===== src/rtl/dctlb_pfe_sched_if.sv =====
// ---------------------------------------------------------------------------
// dctlb_pfe_sched_if
// Bundle of every non-clock/reset signal of the DCTLB prefetch scheduler.
//   pfe_*        prefetcher request channel (valid/retry handshake)
//   ld_busy      core load owns forwarding port 0 this cycle
//   st_busy      core store owns forwarding port 1 this cycle
//   fwd0_*       prefetch slot on forwarding port 0 (valid/retry handshake)
//   fwd1_*       prefetch slot on forwarding port 1 (valid/retry handshake)
//   ld_hold      request to the core to idle its load port next cycle
//   drop_cnt     saturating count of duplicate prefetches dropped
// Modport slave is the scheduler; modport master is its environment.
// ---------------------------------------------------------------------------
interface dctlb_pfe_sched_if #(
  parameter int LADDR_W = 39
);
  logic               pfe_valid;
  logic               pfe_retry;
  logic [LADDR_W-1:0] pfe_laddr;
  logic               pfe_l2;
  logic               ld_busy;
  logic               st_busy;
  logic               fwd0_valid;
  logic               fwd0_retry;
  logic [LADDR_W-1:0] fwd0_laddr;
  logic               fwd0_l2;
  logic               fwd1_valid;
  logic               fwd1_retry;
  logic [LADDR_W-1:0] fwd1_laddr;
  logic               fwd1_l2;
  logic               ld_hold;
  logic [15:0]        drop_cnt;

  modport slave (
    input  pfe_valid, pfe_laddr, pfe_l2, ld_busy, st_busy, fwd0_retry, fwd1_retry,
    output pfe_retry, fwd0_valid, fwd0_laddr, fwd0_l2,
    output fwd1_valid, fwd1_laddr, fwd1_l2, ld_hold, drop_cnt
  );

  modport master (
    output pfe_valid, pfe_laddr, pfe_l2, ld_busy, st_busy, fwd0_retry, fwd1_retry,
    input  pfe_retry, fwd0_valid, fwd0_laddr, fwd0_l2,
    input  fwd1_valid, fwd1_laddr, fwd1_l2, ld_hold, drop_cnt
  );
endinterface


===== src/rtl/dctlb_pfe_sched.sv =====
// ---------------------------------------------------------------------------
// dctlb_pfe_sched
// Queues TLB prefetch requests and slips them onto whichever forwarding port
// the core leaves idle (port 0 preferred, port 1 when only the load port is
// taken). Requests whose page is already queued are dropped and counted.
// If the head waits STARVE_MAX cycles, ld_hold asks the core to idle port 0.
// Ports:
//   clk    sole clock, rising edge
//   reset  asynchronous active-high reset
//   bus    dctlb_pfe_sched_if.slave (request, forwarding and status signals)
// Parameters: DEPTH (power of two, >= 2), STARVE_MAX (>= 1),
//   LADDR_W (>= 13, must match the interface's LADDR_W).
// ---------------------------------------------------------------------------
module dctlb_pfe_sched #(
  parameter int DEPTH      = 4,
  parameter int STARVE_MAX = 8,
  parameter int LADDR_W    = 39
) (
  input  logic                  clk,
  input  logic                  reset,
  dctlb_pfe_sched_if.slave      bus
);
  localparam int PTR_W    = $clog2(DEPTH);
  localparam int CNT_W    = $clog2(DEPTH + 1);
  localparam int WAIT_W   = $clog2(STARVE_MAX + 1);
  localparam int PAGE_LSB = 12;
  localparam logic [CNT_W-1:0]  OCC_FULL = CNT_W'(DEPTH);
  localparam logic [WAIT_W-1:0] WAIT_LIM = WAIT_W'(STARVE_MAX);

  logic [LADDR_W-1:0] mem_laddr_q [DEPTH];
  logic [DEPTH-1:0]   mem_l2_q;

  logic [PTR_W-1:0]  wr_ptr_q, wr_ptr_d;
  logic [PTR_W-1:0]  rd_ptr_q, rd_ptr_d;
  logic [CNT_W-1:0]  occ_q, occ_d;
  logic [WAIT_W-1:0] wait_q, wait_d;
  logic              hold_q, hold_d;
  logic [15:0]       drop_q, drop_d;

  logic [PTR_W-1:0]  slot_off_s [DEPTH];
  logic              empty_s, full_s, sel0_s, sel1_s, deq_s, acc_s, dup_s, enq_s;

  // Full is taken from registered occupancy only, so pfe_retry never
  // depends on pfe_valid or on a dequeue happening in the same cycle.
  assign empty_s = (occ_q == {CNT_W{1'b0}});
  assign full_s  = (occ_q == OCC_FULL);

  // Port 0 is preferred; port 1 is used only when the load owns port 0.
  // The choice ignores retry, so a retried slot never falls back.
  assign sel0_s = !empty_s && !bus.ld_busy;
  assign sel1_s = !empty_s &&  bus.ld_busy && !bus.st_busy;
  assign deq_s  = (sel0_s && !bus.fwd0_retry) || (sel1_s && !bus.fwd1_retry);
  assign acc_s  = bus.pfe_valid && !full_s;
  assign enq_s  = acc_s && !dup_s;

  assign bus.pfe_retry  = full_s;
  assign bus.fwd0_valid = sel0_s;
  assign bus.fwd1_valid = sel1_s;
  assign bus.fwd0_laddr = mem_laddr_q[rd_ptr_q];
  assign bus.fwd1_laddr = mem_laddr_q[rd_ptr_q];
  assign bus.fwd0_l2    = mem_l2_q[rd_ptr_q];
  assign bus.fwd1_l2    = mem_l2_q[rd_ptr_q];
  assign bus.ld_hold    = hold_q;
  assign bus.drop_cnt   = drop_q;

  // Duplicate page search over occupied slots, head included even when it
  // leaves this cycle. A slot is occupied when its distance from the read
  // pointer (modulo DEPTH) is below the occupancy.
  always_comb begin
    dup_s = 1'b0;
    for (int i = 0; i < DEPTH; i++) begin
      slot_off_s[i] = PTR_W'(i) - rd_ptr_q;
      if (({1'b0, slot_off_s[i]} < occ_q) &&
          (mem_laddr_q[i][LADDR_W-1:PAGE_LSB] == bus.pfe_laddr[LADDR_W-1:PAGE_LSB])) begin
        dup_s = 1'b1;
      end else begin
        dup_s = dup_s;
      end
    end
  end

  // Next-state for pointers, occupancy, starvation counter and drop counter.
  always_comb begin
    wr_ptr_d = wr_ptr_q;
    rd_ptr_d = rd_ptr_q;
    occ_d    = occ_q;
    wait_d   = wait_q;
    drop_d   = drop_q;

    if (enq_s) begin
      wr_ptr_d = wr_ptr_q + PTR_W'(1);
    end else begin
      wr_ptr_d = wr_ptr_q;
    end

    if (deq_s) begin
      rd_ptr_d = rd_ptr_q + PTR_W'(1);
    end else begin
      rd_ptr_d = rd_ptr_q;
    end

    case ({enq_s, deq_s})
      2'b10:   occ_d = occ_q + CNT_W'(1);
      2'b01:   occ_d = occ_q - CNT_W'(1);
      default: occ_d = occ_q;
    endcase

    if (empty_s || deq_s) begin
      wait_d = {WAIT_W{1'b0}};
    end else if (wait_q != WAIT_LIM) begin
      wait_d = wait_q + WAIT_W'(1);
    end else begin
      wait_d = wait_q;
    end

    if (acc_s && dup_s && (drop_q != 16'hFFFF)) begin
      drop_d = drop_q + 16'd1;
    end else begin
      drop_d = drop_q;
    end

    // Registered alongside wait_cnt so ld_hold mirrors wait_cnt == limit.
    hold_d = (wait_d == WAIT_LIM);
  end

  // Control state with asynchronous reset; reset empties the queue.
  always_ff @(posedge clk or posedge reset) begin
    if (reset) begin
      wr_ptr_q <= {PTR_W{1'b0}};
      rd_ptr_q <= {PTR_W{1'b0}};
      occ_q    <= {CNT_W{1'b0}};
      wait_q   <= {WAIT_W{1'b0}};
      hold_q   <= 1'b0;
      drop_q   <= 16'h0000;
    end else begin
      wr_ptr_q <= wr_ptr_d;
      rd_ptr_q <= rd_ptr_d;
      occ_q    <= occ_d;
      wait_q   <= wait_d;
      hold_q   <= hold_d;
      drop_q   <= drop_d;
    end
  end

  // Entry storage; contents are qualified by occupancy so no reset needed.
  always_ff @(posedge clk) begin
    if (enq_s) begin
      mem_laddr_q[wr_ptr_q] <= bus.pfe_laddr;
      mem_l2_q[wr_ptr_q]    <= bus.pfe_l2;
    end
  end
endmodule


===== src/flat_wrapper.sv =====
// flat-port wrapper written by rule: the top's interface ports become plain ports
module dctlb_pfe_sched_flat 
#(
  parameter int DEPTH      = 4,
  parameter int STARVE_MAX = 8,
  parameter int LADDR_W    = 39
)
  (clk, reset, bus_pfe_valid, bus_pfe_laddr, bus_pfe_l2, bus_ld_busy, bus_st_busy, bus_fwd0_retry, bus_fwd1_retry, bus_pfe_retry, bus_fwd0_valid, bus_fwd0_laddr, bus_fwd0_l2, bus_fwd1_valid, bus_fwd1_laddr, bus_fwd1_l2, bus_ld_hold, bus_drop_cnt);
  dctlb_pfe_sched_if #(.LADDR_W(LADDR_W)) bus_i ();
  input  logic clk;
  input  logic reset;
  input wire logic [$bits(bus_i.pfe_valid)-1:0] bus_pfe_valid;
  input wire logic [$bits(bus_i.pfe_laddr)-1:0] bus_pfe_laddr;
  input wire logic [$bits(bus_i.pfe_l2)-1:0] bus_pfe_l2;
  input wire logic [$bits(bus_i.ld_busy)-1:0] bus_ld_busy;
  input wire logic [$bits(bus_i.st_busy)-1:0] bus_st_busy;
  input wire logic [$bits(bus_i.fwd0_retry)-1:0] bus_fwd0_retry;
  input wire logic [$bits(bus_i.fwd1_retry)-1:0] bus_fwd1_retry;
  output wire logic [$bits(bus_i.pfe_retry)-1:0] bus_pfe_retry;
  output wire logic [$bits(bus_i.fwd0_valid)-1:0] bus_fwd0_valid;
  output wire logic [$bits(bus_i.fwd0_laddr)-1:0] bus_fwd0_laddr;
  output wire logic [$bits(bus_i.fwd0_l2)-1:0] bus_fwd0_l2;
  output wire logic [$bits(bus_i.fwd1_valid)-1:0] bus_fwd1_valid;
  output wire logic [$bits(bus_i.fwd1_laddr)-1:0] bus_fwd1_laddr;
  output wire logic [$bits(bus_i.fwd1_l2)-1:0] bus_fwd1_l2;
  output wire logic [$bits(bus_i.ld_hold)-1:0] bus_ld_hold;
  output wire logic [$bits(bus_i.drop_cnt)-1:0] bus_drop_cnt;
  assign bus_i.pfe_valid = bus_pfe_valid;
  assign bus_i.pfe_laddr = bus_pfe_laddr;
  assign bus_i.pfe_l2 = bus_pfe_l2;
  assign bus_i.ld_busy = bus_ld_busy;
  assign bus_i.st_busy = bus_st_busy;
  assign bus_i.fwd0_retry = bus_fwd0_retry;
  assign bus_i.fwd1_retry = bus_fwd1_retry;
  assign bus_pfe_retry = bus_i.pfe_retry;
  assign bus_fwd0_valid = bus_i.fwd0_valid;
  assign bus_fwd0_laddr = bus_i.fwd0_laddr;
  assign bus_fwd0_l2 = bus_i.fwd0_l2;
  assign bus_fwd1_valid = bus_i.fwd1_valid;
  assign bus_fwd1_laddr = bus_i.fwd1_laddr;
  assign bus_fwd1_l2 = bus_i.fwd1_l2;
  assign bus_ld_hold = bus_i.ld_hold;
  assign bus_drop_cnt = bus_i.drop_cnt;
  dctlb_pfe_sched #(.DEPTH(DEPTH), .STARVE_MAX(STARVE_MAX), .LADDR_W(LADDR_W)) u_core (.clk(clk), .reset(reset), .bus(bus_i));
endmodule

===== config.mk =====
export PLATFORM = sky130hd
export DESIGN_NAME = dctlb_pfe_sched_flat
export DESIGN_NICKNAME = d
export VERILOG_FILES = /design/src/rtl/dctlb_pfe_sched_if.sv /design/src/rtl/dctlb_pfe_sched.sv /design/src/flat_wrapper.sv
export SDC_FILE = /design/constraint.sdc
export NUM_CORES = 1
export LEC_CHECK = 0
export ABC_AREA = 1
export BUFFER_PORTS_ARGS = -buffer_cell sky130_fd_sc_hd__buf_2
export CAP_MARGIN = 20
export CORE_UTILIZATION = 56
export DETAILED_ROUTE_END_ITERATION = 10
export MAX_ROUTING_LAYER = met4
export PLACE_DENSITY_LB_ADDON = 0.08
export SYNTH_ARGS = -nofsm -noshare
export SYNTH_HDL_FRONTEND = slang
export SYNTH_SLANG_ARGS = --single-unit

===== constraint.sdc =====
create_clock -name clk -period 10.8 [get_ports clk]
set_input_delay 2.16 -clock clk [delete_from_list [all_inputs] [get_ports clk]]
set_output_delay 2.16 -clock clk [all_outputs]
set_load 0.01 [all_outputs]

# Word-level counts from Yosys, hierarchy flattened
# Memory sizes are Yosys's and may differ from the RTL's.
# Cells that the tools add are included.
# word_totals
out_inout_bits	100
ram_bits	156
n_memories	1
reg_bits	32
input_bits	47
# mem_list
memory	depth	width	rd	rd_clocked_by_memory_dff	wr	line	rtl
u_core.mem_laddr_q	4	39	5	0	1	dctlb_pfe_sched.sv:30	logic [LADDR_W-1:0] mem_laddr_q [DEPTH];
# classes
reduce_logical	25
mux	14
n_eq_ne	10
add_sub_neg	10
order_cmp	7
# op_table
operator	count
$eq A27 B27 Y1	4
$add A16 B1 Y16 const B	1
$ne A16 B16 Y1 const B	1
$logic_and A1 B1 Y1	14
$lt A2 B3 Y1	4
$mux W1	8
$mux W4	2
$logic_not A1 Y1	7
$lt A2 B3 Y1 const B	2
$pmux W3 S2	1
$add A2 B1 Y2 const B	2
$add A4 B1 Y4 const B	1
$bwmux W4	1
$eq A4 B4 Y1 const B	1
$ne A4 B4 Y1 const B	1
$sub A1 B2 Y2 const A	2
$sub A2 B2 Y2 const A	2
$add A3 B1 Y3 const B	1
$eq A3 B3 Y1 const B	1
$logic_not A3 Y1	1
$sub A3 B1 Y3 const B	1
$bmux W1 S2	1
$demux W1 S2	1
$eq A2 B1 Y1 const B	1
other kinds (4)	5

# Longest topological paths before layout
# depth
ltp_word	11
mapped_depth	19
mapped_depth_nobuf	18

# Worst setup path before layout
# Ideal clock, no wire load.
# synth_timing
path_type	in2reg
start	input bus_pfe_laddr[29]
end	register u_core.mem_l2_q[0], enable pin
path_buffers	1
slack_ns	5.582
t_arrival_ns	4.781
path_stages	11
cell_sequence	buf_2 -> inv_2 -> nand2_1 -> nand2_1 -> nand2_1 -> nor2_1 -> nand3_1 -> nor2_1 -> nor2_2 -> nand3_2 -> nor2_1
# synth_via
elab_chain_cells	8
# synth_lines
element	line	rtl
start: declaration	flat_wrapper.sv:13	input wire logic [$bits(bus_i.pfe_laddr)-1:0] bus_pfe_laddr;
$eq A27 B27 Y1	dctlb_pfe_sched.sv:74	(mem_laddr_q[i][LADDR_W-1:PAGE_LSB] == bus.pfe_laddr[LADDR_W-1:PAGE_LSB])) begin
$logic_and A1 B1 Y1	dctlb_pfe_sched.sv:73	if (({1'b0, slot_off_s[i]} < occ_q) &&
$mux W1 (3 in a row)	dctlb_pfe_sched.sv:73	
$mux W1 *	dctlb_pfe_sched.sv:73	
$logic_not A1 Y1 *	dctlb_pfe_sched.sv:54	assign enq_s = acc_s && !dup_s;
$logic_and A1 B1 Y1 *	dctlb_pfe_sched.sv:54	
end signal: indexed assignment	dctlb_pfe_sched.sv:149	mem_l2_q[wr_ptr_q] <= bus.pfe_l2;
end: declaration	dctlb_pfe_sched.sv:31	logic [DEPTH-1:0] mem_l2_q;
# Every way passes the cells marked *; elsewhere a longest branch is shown, timed or not.
# A chain may end at the register's enable or synchronous reset.

# Worst setup path in the final report
# layout_timing
start	register u_core.rd_ptr_q[0]
end	output bus_fwd1_laddr[37]
# layout_via
elab_chain_cells	1
# layout_lines
element	line	rtl
start: declaration	dctlb_pfe_sched.sv:34	logic [PTR_W-1:0] rd_ptr_q, rd_ptr_d;
start signal: assignment	dctlb_pfe_sched.sv:130	rd_ptr_q <= {PTR_W{1'b0}};
start signal: assignment	dctlb_pfe_sched.sv:137	rd_ptr_q <= rd_ptr_d;
$mem_v2 Z4 W39	n/a	
end: declaration	flat_wrapper.sv:24	output wire logic [$bits(bus_i.fwd1_laddr)-1:0] bus_fwd1_laddr;
# No other way between the ends.

==> impl_metrics.toml <==
[grt]
antenna_found_initial = 1
grt_pass1_vias = 6746
use_met1 = 0.3344
use_met2 = 0.4001
busiest_layer = "met2"
grt_max_degree = 44
grt.total_usage = 0.2547
grt.overflow.total = 0
met3_usage = 0.04842
grt_first_pass_wirelength_mm = 33.89

[worst_setup_path]
rrSetupSlack_ns = 6.87
arrival_ns = 3.08
setup.worst_path.start = "u_core.rd_ptr_q[0]"
r2r_start = "u_core.rd_ptr_q[1]"
reg2reg_to = "u_core.mem_laddr_q[3][30]"
end_kind = "output port"
worstSetupEndpoint = "bus_fwd1_laddr[37]"
reg2regPathDepth = 15
path_class = "reg2out"
critPathLaunchType = "flip-flop"
cp_max_fo = 25
required_ns = 8.64

[pwr]
p_leak_nw = 5.129
combinationalPowerShare = 0.398
pwr_density_cell_nw_per_um2 = 244.8
p_int_mw = 1.673
pwr-share-seq = 0.365
ir_drop_v = 0.0001958
p_switching_mw = 1.075
switching_share = 0.3913
clkPwrFrac = 0.238

[cells_and_area]
fin_cells = 1403
drive_gt1_frac = 0.2031
fin_util = 0.6511
fin_nets = 1224
area_growth_pct = 13.76
final_cell_area_um2 = 11220

[clocking]
path_clk_slew_ns = 0.08
ctsHtreeMaxLevel = 4
cts_root_buf = "clkbuf_16"
cts_sinks = 188
cts_made_buffers = 17
hold_buffers = 0
postCtsSetupBuffers = 0
clk_latency_ns = 0.44
cts_resized = 0
cts_tree = "done"
clockBufferDepth = 2

[synth]
synth-main-ff-cell = "edfxtp_1"
synth_area_leader_cell = "edfxtp_1"
synthDistinctLibCells = 38
yosysSeqAreaShare = 0.5580
synth_enable_flop_cells = 160
ys_warn_count = 0
syn-num-nets = 1117
ys_async_sr_fraction = 0.1489
ys_ff_latch = 188
synth_top_area_share = 0.4870
syn_avg_cell_area_um2 = 9.334
synth_area_leaders = "edfxtp_1 49%, nand2_1 12%, dfrtp_1 7.1%, inv_1 4.5%, nand3_1 3.8%"
syn_inst = 1057
synthesis.area_um2 = 9866

[drt]
drtPass1Iterations = 8
vias_per_cell = 5.203
drtAntennaViolNets = 0
via_count = 7300
wirelength_mm = 21.37
drc_errors = 1
drt_iter0_drc = 446
avgRoutedWirePerCell_um = 15.23

[timing]
rsz0062_at_grt = "no"
slew_headroom = 0.3516
setup-violations-final = 0
timing.hold.ws_ns = 0.5080
finalCritPeriodShare = 0.4852
fmax_mhz = 190.8
post-route-min-period_ns = 5.240
skew_ns = 0.01259
worst_pin_slew_ns = 0.9703
hold_violations = 0
fin_setup_tns_ns = 0
drv_slew = 0

[die]
die_w_um = 134.7
core_um2 = 17240
num_rows = 48
ios = 147
start_util = 0.5724
fp.dieArea_um2 = 18150
die_h_um = 134.7

[min_path]
min_path_type = "reg2reg"
worstHoldStart = "u_core.occ_q[1]"

[placement]
port_buffers = 146
hpwlAfterDp_mm = 14.00
dp_cells = 1370
place_congestion = 0.8516
placed_area_um2 = 10590

[run_status]
outcome = "finished with violations"
violations = "DRC"

[run]
cap_viol_max_count = 0
## power groups by stage
stage | registers [mW] | clock network, mW | logic, mW
after floorplan | 1.01 | 0 | 0.809
after global placement | 1.01 | 0 | 1.08
after detailed placement | 1.02 | 0 | 1.10
after CTS | 1.00 | 0.661 | 1.11
after global routing | 1.02 | 0.692 | 1.21
final | 1.00 | 0.653 | 1.09
## cell usage after synthesis (all sizes together) (4+ instances only)
cell    instances
o211ai          7
xor2           23
o221ai         18
buf            49
nand2         335
a22oi          40
nor2           76
o21ai           4
nor4            4
dfrtp          28
xnor2          25
nand3          76
ha             12
clkbuf         19
inv           140
nor3            7
nand4          19
edfxtp        160
clkinv          8
## layer usage
layer | routed length [um] | vias up
met4 | 357 | 0
met2 | 10060 | 231
met1 | 9628 | 3363
met3 | 1323 | 27
met5 | 0 | -
li1 | - | 3679
## logic make-up (layout without fill, tap and decap cells)
family                   count (synthesis)  count (layout)  synth area share
AO/OA/AOI/OAI                           73              73           0.05644
AND/OR/NAND/NOR                        519             519            0.2251
XOR/XNOR                                48              48           0.04261
flip-flops                             188             188            0.5580
adder cells (fa/ha/maj)                 13              13           0.01725
other                                    0               1                 0
buffers and inverters                  216             336            0.1006
## critical path, cell delays in order (launching register included)
cell and delay (ns):
dfrtp_1 0.36, buf_4 0.21, inv_2 0.45, nand2_1 0.74, o221ai_1 0.64, buf_2 0.21
## sequential cells by signal (all words and copies together), names as in the netlist
| name | cells |
|---|---|
| u_core.wait_q | 4 |
| u_core.mem_laddr_q | 156 |
| u_core.occ_q | 3 |
| u_core.rd_ptr_q | 2 |
| u_core.wr_ptr_q | 2 |
| u_core.bus.ld_hold | 1 |
| u_core.mem_l2_q | 4 |
| u_core.bus.drop_cnt | 16 |
## cells in the final DEF (no fill, tap or decap), drive strengths merged
cell,count
nand3b,1
edfxtp,160
xnor2,25
clkbuf,17
inv,147
ha,12
diode,1
nand3,76
a22oi,40
nor3,7
nor2,76
xor2,23
o221ai,18
buf,156
dfrtp,28
nor4,4
a211oi,1
o211ai,7
clkinvlp,1
clkinv,13
a21oi,3
fa,1
nand2,335
nand4,19
o21ai,4
or2,1
bufinv,2
## how the worst min path moves through the flow
stage / endpoint / slack [ns] / depth (start not counted)
after floorplan: u_core.occ_q[1] / 0.45 / 2
after global placement: u_core.occ_q[1] / 0.47 / 2
after detailed placement: u_core.occ_q[1] / 0.49 / 2
after CTS: u_core.occ_q[1] / 0.51 / 2
after global routing: u_core.bus.drop_cnt[8] / 0.54 / 2
final: u_core.occ_q[1] / 0.51 / 2
## through the flow
| step | worst slack [ns] | power, mW |
|---|---|---|
| 5_1_grt | 5.491 | 2.920 |
| 2_1_floorplan | 5.582 | 1.819 |
| 3_5_place_dp | 5.973 | 2.117 |
| 4_1_cts | 5.604 | 2.769 |
| 3_3_place_gp | 6.012 | 2.093 |
| 6_report | 5.560 | 2.748 |
## area by class of cell
class	instances	area, um^2
diodes	1	2.502
clock buffers	17	425.4
clock inverters	15	201.4
fillers	1396	6013
inverters	148	555.5
multi-input cells	653	3413
flip-flops and latches	188	5505
well taps	225	281.5
repair buffers	156	838.3
(Power assumes the default switching activity.)
